File: config.mk
export PLATFORM = sky130hd
export DESIGN_NAME = instr_fetch_stage
export DESIGN_NICKNAME = d
export VERILOG_FILES = /design/src/rtl/fetch_pkg.sv /design/src/rtl/fetch_fifo.sv /design/src/rtl/instr_fetch_stage.sv
export SDC_FILE = /design/constraint.sdc
export NUM_CORES = 1
export LEC_CHECK = 0
export CORE_UTILIZATION = 50
export CTS_BUF_LIST = sky130_fd_sc_hd__clkbuf_8 sky130_fd_sc_hd__clkbuf_16
export DETAILED_ROUTE_END_ITERATION = 10
export GPL_ROUTABILITY_DRIVEN = 0
export PLACE_DENSITY_LB_ADDON = 0.12
export SLEW_MARGIN = 20
export SYNTH_ARGS = -nofsm -noshare
export SYNTH_HDL_FRONTEND = slang
export SYNTH_HIERARCHICAL = 1
export SYNTH_SLANG_ARGS = --single-unit
File: constraint.sdc
create_clock -name clk -period 4.2 [get_ports clk]
set_input_delay 0.84 -clock clk [delete_from_list [all_inputs] [get_ports clk]]
set_output_delay 0.84 -clock clk [all_outputs]
set_load 0.01 [all_outputs]
File: src/rtl/fetch_pkg.sv
// Shared widths, constants and buffer entry type for the instruction fetch stage.
package fetch_pkg;

  localparam int unsigned      XLEN      = 64;
  localparam int unsigned      ILEN      = 32;
  localparam logic [XLEN-1:0]  PC_STEP   = 64'd4;
  localparam logic [ILEN-1:0]  INSTR_NOP = 32'h00000013;

  typedef struct packed {
    logic [ILEN-1:0] instr;
    logic [XLEN-1:0] pc;
  } fetch_entry_t;

endpackage

File: src/rtl/fetch_fifo.sv
// Small synchronous FIFO with flush; head is read combinationally from registered storage.
module fetch_fifo
  import fetch_pkg::*;
#(
  parameter type          T     = fetch_entry_t,
  parameter int unsigned  DEPTH = 2,
  localparam int unsigned CW    = $clog2(DEPTH + 1)
) (
  input  logic          clk,
  input  logic          rst_n,
  input  logic          flush,
  input  logic          push,
  input  T              push_data,
  input  logic          pop,
  output T              head,
  output logic [CW-1:0] count
);

  localparam int unsigned PTR_W = $clog2(DEPTH);

  logic [PTR_W-1:0] wr_ptr_q, wr_ptr_d;
  logic [PTR_W-1:0] rd_ptr_q, rd_ptr_d;
  logic [CW-1:0]    count_q, count_d;
  logic             do_push, do_pop;
  T                 mem_q [DEPTH];

  always_comb begin
    do_pop   = pop && (count_q != '0);
    // A pop frees the slot, so a push into a full buffer is legal in the same cycle.
    do_push  = push && ((count_q != CW'(DEPTH)) || do_pop);
    wr_ptr_d = wr_ptr_q;
    rd_ptr_d = rd_ptr_q;
    count_d  = count_q;
    if (flush) begin
      wr_ptr_d = '0;
      rd_ptr_d = '0;
      count_d  = '0;
    end else begin
      if (do_push) wr_ptr_d = wr_ptr_q + PTR_W'(1);
      if (do_pop)  rd_ptr_d = rd_ptr_q + PTR_W'(1);
      count_d = count_q + CW'(do_push) - CW'(do_pop);
    end
  end

  always_ff @(posedge clk or negedge rst_n) begin
    if (!rst_n) begin
      wr_ptr_q <= '0;
      rd_ptr_q <= '0;
      count_q  <= '0;
      for (int unsigned i = 0; i < DEPTH; i++) mem_q[i] <= '0;
    end else begin
      wr_ptr_q <= wr_ptr_d;
      rd_ptr_q <= rd_ptr_d;
      count_q  <= count_d;
      if (do_push && !flush) mem_q[wr_ptr_q] <= push_data;
    end
  end

  assign head  = mem_q[rd_ptr_q];
  assign count = count_q;

endmodule

File: src/rtl/instr_fetch_stage.sv
// Fetch stage: PC ownership, credit-limited imem requests, response buffer, redirect kill.
// Optional FETCH_MISALIGN_CHECK_EN adds a sticky fetch_misalign flag that halts fetching.
module instr_fetch_stage
  import fetch_pkg::*;
#(
  parameter logic [XLEN-1:0] RESET_PC        = 64'h0,
  parameter int unsigned     FIFO_DEPTH      = 2,
  parameter int unsigned     MAX_OUTSTANDING = 2
) (
  input  logic            clk,
  input  logic            reset,
  input  logic            redirect_valid,
  input  logic [XLEN-1:0] redirect_pc,
  output logic            imem_req_valid,
  input  logic            imem_req_ready,
  output logic [XLEN-1:0] imem_req_addr,
  input  logic            imem_resp_valid,
  input  logic [ILEN-1:0] imem_resp_data,
  output logic            id_valid,
  input  logic            id_ready,
  output logic [ILEN-1:0] id_instruc,
  output logic [XLEN-1:0] id_pc
`ifdef FETCH_MISALIGN_CHECK_EN
  ,
  output logic            fetch_misalign
`endif
);

  localparam int unsigned OW = $clog2(MAX_OUTSTANDING + 1);
  localparam int unsigned FW = $clog2(FIFO_DEPTH + 1);
  localparam int unsigned SW = $clog2(MAX_OUTSTANDING + FIFO_DEPTH + 1) + 1;

  logic [XLEN-1:0] pc_q, pc_d;
  logic [OW-1:0]   drop_cnt_q, drop_cnt_d;
  logic [OW-1:0]   outstanding;
  logic [FW-1:0]   fifo_count;
  logic [XLEN-1:0] resp_pc;
  logic [XLEN-1:0] redirect_target;
  logic [SW-1:0]   credit_used;
  fetch_entry_t    fifo_head, resp_entry;
  logic            accept, resp_ok, resp_push, fetch_stall;

`ifdef FETCH_MISALIGN_CHECK_EN
  logic misalign_q, misalign_d;

  always_comb begin
    misalign_d = misalign_q || (redirect_valid && (redirect_pc[1:0] != 2'b00));
  end

  always_ff @(posedge clk or negedge reset) begin
    if (!reset) misalign_q <= 1'b0;
    else        misalign_q <= misalign_d;
  end

  assign fetch_misalign  = misalign_q;
  assign fetch_stall     = misalign_q;
  assign redirect_target = redirect_pc;
`else
  assign fetch_stall     = 1'b0;
  assign redirect_target = redirect_pc & ~XLEN'(3);
`endif

  // The PC queue occupancy is the outstanding-request count.
  fetch_fifo #(
    .T     (logic [XLEN-1:0]),
    .DEPTH (MAX_OUTSTANDING)
  ) u_pc_queue (
    .clk       (clk),
    .rst_n     (reset),
    .flush     (1'b0),
    .push      (accept),
    .push_data (pc_q),
    .pop       (resp_ok),
    .head      (resp_pc),
    .count     (outstanding)
  );

  fetch_fifo #(
    .T     (fetch_entry_t),
    .DEPTH (FIFO_DEPTH)
  ) u_fetch_buf (
    .clk       (clk),
    .rst_n     (reset),
    .flush     (redirect_valid),
    .push      (resp_push),
    .push_data (resp_entry),
    .pop       (id_valid && id_ready),
    .head      (fifo_head),
    .count     (fifo_count)
  );

  always_comb begin
    credit_used    = SW'(outstanding) - SW'(drop_cnt_q) + SW'(fifo_count);
    imem_req_valid = reset && !redirect_valid && !fetch_stall
                     && (outstanding < OW'(MAX_OUTSTANDING))
                     && (credit_used < SW'(FIFO_DEPTH));
    imem_req_addr  = pc_q;
    accept         = imem_req_valid && imem_req_ready;
    resp_ok        = imem_resp_valid && (outstanding != '0);
    resp_push      = resp_ok && !redirect_valid && (drop_cnt_q == '0);
    resp_entry     = '{instr: imem_resp_data, pc: resp_pc};

    id_valid   = (fifo_count != '0);
    id_instruc = id_valid ? fifo_head.instr : INSTR_NOP;
    id_pc      = id_valid ? fifo_head.pc : '0;

    pc_d       = pc_q;
    drop_cnt_d = drop_cnt_q;
    if (redirect_valid) begin
      pc_d       = redirect_target;
      drop_cnt_d = outstanding + OW'(accept) - OW'(resp_ok);
    end else begin
      if (accept) pc_d = pc_q + PC_STEP;
      if (resp_ok && (drop_cnt_q != '0)) drop_cnt_d = drop_cnt_q - OW'(1);
    end
  end

  always_ff @(posedge clk or negedge reset) begin
    if (!reset) begin
      pc_q       <= RESET_PC;
      drop_cnt_q <= '0;
    end else begin
      pc_q       <= pc_d;
      drop_cnt_q <= drop_cnt_d;
    end
  end

endmodule
==> results of run 1 <==
critical path: stages, from the launching register on:
cell	delay (ns)
dfrtp_2	0.42
inv_1	0.06
ha_1	0.19
fa_1	0.47
inv_1	0.06
fa_1	0.45
nor4b_1	0.26
o311a_1	0.26
buf_4	0.14
nand2_2	0.06
clkinv_1	0.07
buf_4	0.27
buf_4	0.37
nand2_1	0.15
o211a_1	0.24
a211o_1	0.23
routing by layer:
layer	vias to the layer above	track usage [%]	routed length (um)
met5	-	0	17
met4	2	8.18	1010
met3	58	4.48	2890
met2	381	40.7	23500
met1	6749	35.0	22000
li1	5960	-	-
per-stage QoR:
step	total power, mW	std cells	area (sq um)	setup slack (ns)
floorplan	7.22	1528	19400	0.362
global placement	8.11	2231	22600	0.455
detailed placement	8.26	2231	22600	0.327
CTS	11.9	2304	23900	0.0272
global route	12.4	2309	24000	0.169
finish	11.8	2309	24000	0.354
cell type report:
type / instances / area share, %
Tap cell: 511 / 2.67
Timing Repair Buffer: 289 / 12.6
Antenna cell: 4 / 0.0417
Multi-Input combinational cell: 1019 / 37.8
Clock buffer: 52 / 5.05
Clock inverter: 20 / 0.548
Sequential cell: 392 / 40.9
Inverter: 22 / 0.344
Yosys cell counts (all sizes together), types with 2 or more instances:
cell type | n | area share [%]
a41oi | 3 | 0.14
or4 | 5 | 0.21
nand2b | 4 | 0.13
a22oi | 4 | 0.15
o31a | 3 | 0.14
or2 | 2 | 0.065
xnor2 | 9 | 0.41
o311ai | 17 | 0.77
nor4 | 10 | 0.42
o211a | 2 | 0.10
xor2 | 6 | 0.27
mux2i | 2 | 0.10
nand2 | 80 | 1.5
fa | 2 | 0.21
mux2 | 480 | 30
ha | 10 | 0.65
nor2 | 38 | 0.74
o211ai | 22 | 0.85
a31oi | 8 | 0.26
and3 | 16 | 0.52
a211o | 3 | 0.14
nor3b | 2 | 0.077
nand4 | 28 | 1.0
nor3 | 12 | 0.37
o21ai | 52 | 1.3
o21a | 3 | 0.12
inv | 22 | 0.43
dfrtp | 392 | 51
a221o | 9 | 0.46
clkbuf | 50 | 0.97
buf | 45 | 1.7
nand3 | 36 | 0.95
and4 | 6 | 0.27
and2 | 100 | 3.2
or3b | 2 | 0.10
nor2b | 4 | 0.13
a21oi | 16 | 0.41
power by group through the flow:
stage / Sequential [mW] / Combinational [mW] / Clock (mW)
after floorplan: 5.25 / 1.97 / 0
after global routing: 5.52 / 3.08 / 3.84
final: 5.40 / 2.82 / 3.61
after global placement: 5.39 / 2.73 / 0
after detailed placement: 5.45 / 2.82 / 0
after CTS: 5.40 / 2.84 / 3.70
flip-flops by register name (all words and copies together), names as in the netlist:
signal,flops
imem_req_addr,62
u_fetch_buf/wr_ptr_q,1
u_pc_queue/wr_ptr_q,1
u_pc_queue/mem_q,128
u_fetch_buf/count,2
u_fetch_buf/rd_ptr_q,1
u_fetch_buf/mem_q,192
u_pc_queue/rd_ptr_q,1
u_pc_queue/count,2
drop_cnt_q,2
final timing paths:
| kind | start | endpoint | slack (ns) | cells after the start |
|---|---|---|---|---|
| setup / recovery | u_pc_queue/count[0] | imem_req_addr[35] | 0.35 | 15 |
| hold / removal | reset | u_pc_queue/mem_q[57] | 0.42 | 2 |
| setup reg to reg | u_pc_queue/count[0] | imem_req_addr[35] | 0.35 | 15 |
| hold reg to reg | u_pc_queue/mem_q[63] | u_pc_queue/mem_q[63] | 0.48 | 1 |
| max in group asynchronous | reset | u_pc_queue/mem_q[101] | 2.16 | 3 |
| min in group clk | u_pc_queue/mem_q[63] | u_pc_queue/mem_q[63] | 0.48 | 1 |
kinds of logic after synthesis:
family / count (synthesis)
xor gates and xnor gates: 15
buffers and inverters: 117
other: 1
adders and majority gates: 12
muxes: 482
AOI/OAI and AO/OA: 148
DFF: 392
and+or+nand+nor: 350
timing repair:
action                     CTS  global route
setup buffers                1             0
pin swaps                    1             0
hold endpoints to repair     0             0
resized for setup            1             1
setup endpoints to repair    1             1
==> key figures, run 1 <==
Outcome
  • Status: finished clean

Routing
  • DRC: 0
  • Vias: 13200
  • Wire per inst: 21.4 um
  • DRT Pass-1 Iters: 5
  • Post-route ant nets: 0
  • Vias/cell: 5.70
  • DR iter-0 viols: 721
  • WL final: 49400 um

Synthesis
  • Distinct cells, synth: just over 60
  • Compound-Gate Fraction of Synth Area: 5.13%
  • Asr flop ratio synth: 100%
  • Register area share after synthesis: between 50 and 60%
  • Synth Area in Adders: less than 1%
  • EDFF count, synth: 0
  • Synth Register Bits: between 300 and 400
  • Syn Inst Count: 1517
  • Simple logic cell fraction of the synthesized area: approximately a tenth
  • Mux cell area share after synthesis: 29.7%
  • Avg Synthesized Cell Area: roughly 13 sq um
  • Synth Area in XOR/XNOR: 0.678%
  • Post-synthesis cell area: 19400 sq um
  • Largest family of logic cells by synthesized area: multiplexers
  • Synth warn: 6
  • Ys flop type: dfrtp_1

Flow run
  • Max-cap violations: 0

Power
  • Reg power frac: 45.6%
  • Leakage Power: 10.9 nW
  • Internal cell power: 8.56 mW
  • Worst VDD drop: 0.308 mV
  • Clock share of power: 30.5%
  • Net Sw Power: around 3.3 mW
  • Pwr per Cell Area: a little under 500 nW/um^2
  • Share of power burned in combinational logic: 23.9%
  • Sw frac: 27.7%

Clock tree
  • Worst-skew pair later-pin latency: 0.56 ns
  • Hold buffer count at cts: 0
  • CTS Sinks: 392
  • Number of buffers on the longest clock path: 3
  • CTS root buffer: clkbuf_16
  • CTS tree: built
  • Clock slew at reported path FFs: 0.06 ns
  • H-tree depth: 2
  • CTS buffer count: 43

Final layout
  • Share of layout cells above drive strength 1: around 33%
  • Multi-input logic area: a little over 9000 sq um
  • P&R area growth vs syn: 23.7%
  • Post-layout util: about 63%
  • Fillers: 3028
  • Most frequent cells in the layout: dfrtp_1 (389), mux2_2 (387), clkdlybuf4s50_1 (256), and2_1 (100), mux2_4 (89)
  • FF/Latch Area: 9820 sq um
  • Nets: 1881
  • Leading cell type in the layout, fill and taps excluded: dfrtp_1

Floorplan
  • IO Pins: 264
  • Row count: 71
  • Die ar.: roughly 40000 sq um
  • Initial Utilization: 51.1%
  • Die Wd: around 200 um
  • Core region area: ~38000 sq um
  • Die Y: between 150 and 200 um

Placement
  • Port bufs: 259
  • HPWL Detailed: 31900 um

Timing
  • RSZ-0062 raised after global routing: no
  • Sum Neg Setup Slack: 0 ns
  • Final hold violation count: 0
  • Final period util: 91.6%
  • Fmax: 260 MHz
  • Worst hold slack: 0.421 ns
  • Tmin final: just under 4 ns
  • Final slew viol count: 0
  • Clk_skew: roughly 0.018 ns
  • Final setup fails: 0
  • Slew margin rel.: 26.9%
  • Worst Tran Pin Value: about 1.1 ns

Worst setup path
  • Required @ worst endpoint: 4.63 ns
  • Setup crit start kind: flip-flop
  • Setup CP Type: flip-flop to flip-flop
  • Critical path peak fanout: 23
  • Crit path DAT: 4.28 ns
  • Critical path capture point type: flip-flop

Global route
  • Pin count of the biggest net entering global routing: 164
  • Initial antenna violation count: 5
  • First-pass GRT wire length: around 77000 um
  • Tot GR Track Use: 25.4%
  • GR Overflow Total: 0
  • Vias in the first global route: 13600

Worst hold path
  • Hold Path Class: input port to asynchronous set/reset pin
Note: power is estimated with default switching activity, not from simulation.
==> inputs of run 2 (changes only) <==
--- a/config.mk
+++ b/config.mk
@@ -5,7 +5,8 @@
 export SDC_FILE = /design/constraint.sdc
 export NUM_CORES = 1
 export LEC_CHECK = 0
-export CORE_UTILIZATION = 50
+export CAP_MARGIN = 20
+export CORE_UTILIZATION = 56
 export CTS_BUF_LIST = sky130_fd_sc_hd__clkbuf_8 sky130_fd_sc_hd__clkbuf_16
 export DETAILED_ROUTE_END_ITERATION = 10
 export GPL_ROUTABILITY_DRIVEN = 0
==> run 2 against run 1 <==
Effect of this change:
- utilization grew 7.4 points
- largest cell class unchanged
- first-iteration DRC count grew 10%
- sequential power is essentially flat
- die area shrank 11%
- clock-buffer cell count grew 5
- maximum frequency shrank 8.0%
- setup slack lost 0.33 ns
- clock skew grew 0.0013 ns
- final cell count shrank 2.7%
==> key figures, run 2 (synthesized netlist as in run 1, its figures left out) <==
Outcome
  • Status: finished clean (unchanged)

Worst setup path
  • Setup crit start kind: flip-flop (unchanged)
  • Reg2reg start: u_pc_queue/count[0] (unchanged)
  • End of the critical path: imem_req_valid (was imem_req_addr[35])
  • CP delay by family, top: adder cells (unchanged)
  • Slowest-stage cell, CP: clkdlybuf4s50_1 (was fa_1)
  • Required @ worst endpoint: 3.36 ns (was 4.63 ns)
  • Slowest stage delay, CP: 0.58 ns (was 0.47 ns)
  • Crit-path cells: inv_1, ha_1, fa_1, inv_1, fa_1, nor4b_2, o311a_1, clkdlybuf4s50_1 (was inv_1, ha_1, fa_1, inv_1, fa_1, nor4b_1, o311a_1, buf_4, nand2_2, clkinv_1, buf_4, buf_4, nand2_1, o211a_1, a211o_1)
  • R2R Setup Slk: 0.31 ns (was 0.35 ns)
  • Critical path depth: 8 (was 15)
  • Critical path capture point type: output pin (was flip-flop)
  • Reg2reg end: u_pc_queue/count[1] (was imem_req_addr[35])
  • Crit path DAT: 3.34 ns (was 4.28 ns)
  • Critical path peak fanout: 5 (was 23)
  • Setup CP Type: flip-flop to output pin (was flip-flop to flip-flop)
  • Worst Setup SP: u_pc_queue/count[0] (unchanged)
  • R2R depth: 17 (was 15)
  • CP Buf/Inv Count: 3 (was 6)

Global route
  • GR Overflow Total: 0 (unchanged)
  • First-pass GRT wire length: 77300 um (was 77500 um)
  • Initial antenna violation count: 4 (was 5)
  • Pin count of the biggest net entering global routing: 83 (was 164)
  • Vias in the first global route: 13800 (was 13600)
  • Tot GR Track Use: 27.7% (was 25.4%)

Timing
  • Final setup fails: 0 (unchanged)
  • Worst Tran Pin Value: 1.06 ns (was 1.10 ns)
  • Final hold violation count: 0 (unchanged)
  • Sum Neg Setup Slack: 0 ns (unchanged)
  • Final WS setup: 0.0206 ns (was 0.354 ns)
  • Fmax: 239 MHz (was 260 MHz)
  • Tmin final: 4.18 ns (was 3.85 ns)
  • Final slew viol count: 0 (unchanged)
  • Final period util: 99.5% (was 91.6%)
  • Slew margin rel.: 29.4% (was 26.9%)
  • Clk_skew: 0.0189 ns (was 0.0176 ns)

Power
  • Pwr per Cell Area: 498 nW/um^2 (was 493 nW/um^2)
  • Worst VDD drop: 0.256 mV (was 0.308 mV)
  • Leakage Power: 10.9 nW (about the same)
  • Overall power: 11.9 mW (was 11.8 mW)

Clock tree
  • Clock slew at reported path FFs: 0.06 ns (about the same)
  • H-tree depth: 2 (unchanged)
  • Number of buffers on the longest clock path: 3 (unchanged)
  • CTS Sinks: 392 (unchanged)
  • CTS root buffer: clkbuf_16 (unchanged)
  • Hold buffer count at cts: 0 (unchanged)
  • CTS tree: built (unchanged)
  • CTS buffer count: 41 (was 43)
  • Worst-skew pair later-pin latency: 0.54 ns (was 0.56 ns)

Floorplan
  • Core region area: 33800 sq um (was 37900 sq um)
  • Die Y: 188 um (was 199 um)
  • Die ar.: 35400 sq um (was 39600 sq um)
  • IO Pins: 264 (unchanged)
  • Initial Utilization: 57.4% (was 51.1%)
  • Row count: 67 (was 71)
  • Die Wd: 188 um (was 199 um)

Routing
  • Vias: 13300 (was 13200)
  • DRC: 0 (unchanged)
  • Wire per inst: 21.6 um (was 21.4 um)
  • Post-route ant nets: 0 (unchanged)
  • WL final: 48500 um (was 49400 um)
  • Vias/cell: 5.90 (was 5.70)
  • DR iter-0 viols: 794 (was 721)
  • DRT Pass-1 Iters: 6 (was 5)

Final layout
  • Leading cell type in the layout, fill and taps excluded: dfrtp_1 (unchanged)
  • P&R area growth vs syn: 23.0% (was 23.7%)
  • Post-Layout Inst Area: 23900 sq um (was 24000 sq um)
  • Share of layout cells above drive strength 1: 33.1% (was 33.0%)
  • Nets: 1877 (was 1881)
  • Top reg by flops: u_fetch_buf/mem_q (unchanged)
  • Max reg flops: 192 (unchanged)
  • Most frequent cells in the layout: dfrtp_1 (390), mux2_2 (387), clkdlybuf4s50_1 (257), and2_1 (100), mux2_4 (89) (was dfrtp_1 (389), mux2_2 (387), clkdlybuf4s50_1 (256), and2_1 (100), mux2_4 (89))

Placement
  • Pre-CTS setup slack: 0.395 ns (was 0.327 ns)
  • Area after DPL: 22400 sq um (was 22600 sq um)
  • HPWL Detailed: 31300 um (was 31900 um)
  • Port bufs: 259 (unchanged)

Worst hold path
  • Hold Path Class: input port to asynchronous set/reset pin (unchanged)

Flow run
  • Max-cap violations: 0 (unchanged)
## run 2: cell types whose count changed in the layout (fill, tap and decap cells not counted), sizes merged
cell / previous run / this run
clkinv: 9 / 8
diode: 4 / 3
clkdlybuf4s50: 256 / 257
dlymetal6s2s: 1 / 0
buf: 32 / 30
clkbuf: 52 / 57
## run 2: worst min path at each step
stage          cells past startpoint  slack, ns                    end
3_3_place_gp                       1       0.46   u_pc_queue/mem_q[63]
6_report                           1       0.17   u_pc_queue/mem_q[56]
3_5_place_dp                       1       0.47    u_pc_queue/mem_q[2]
5_1_grt                            1       0.19  u_fetch_buf/mem_q[54]
4_1_cts                            1       0.16      imem_req_addr[58]
2_1_floorplan                      1       0.45    u_pc_queue/mem_q[0]
## run 2: area by class of cell
class | instances | area [sq um]
fillers | 2444 | 9930
clock buffers | 57 | 1270
clock inverters | 19 | 116
inverters | 22 | 82.6
well taps | 448 | 561
diodes | 3 | 7.51
repair buffers | 287 | 2930
flip-flops and latches | 392 | 9820
multi-input cells | 1019 | 9070
## run 2: power by group
group,internal (mW),switching (mW)
registers,4.70,0.708
logic,1.76,1.07
clock network,2.16,1.47
## run 2: timing repair
action / 4_1_cts / 5_1_grt
gates cloned: 0 / 0
gates resized for setup: 0 / 1
pin swaps: 1 / 0
setup endpoints to repair: 1 / 1
buffers inserted: 1 / 1
## run 2: per-stage QoR
| step | hold WS, ns | util [%] | instances |
|---|---|---|---|
| 2_1_floorplan | 0.452 | - | 1528 |
| 3_3_place_gp | 0.463 | 66.3 | 2165 |
| 3_5_place_dp | 0.473 | 66.3 | 2165 |
| 4_1_cts | 0.165 | 70.4 | 2242 |
| 5_1_grt | 0.186 | 70.6 | 2246 |
| 6_report | 0.174 | 70.6 | 2247 |
## run 2: routing by layer
| metal | up-vias | wire length (um) | GRT usage (%) |
|---|---|---|---|
| met4 | 2 | 1020 | 7.32 |
| li1 | 5971 | - | - |
| met3 | 65 | 3030 | 5.18 |
| met1 | 6782 | 21300 | 38.0 |
| met2 | 444 | 23100 | 45.2 |
| met5 | - | 17 | 0 |
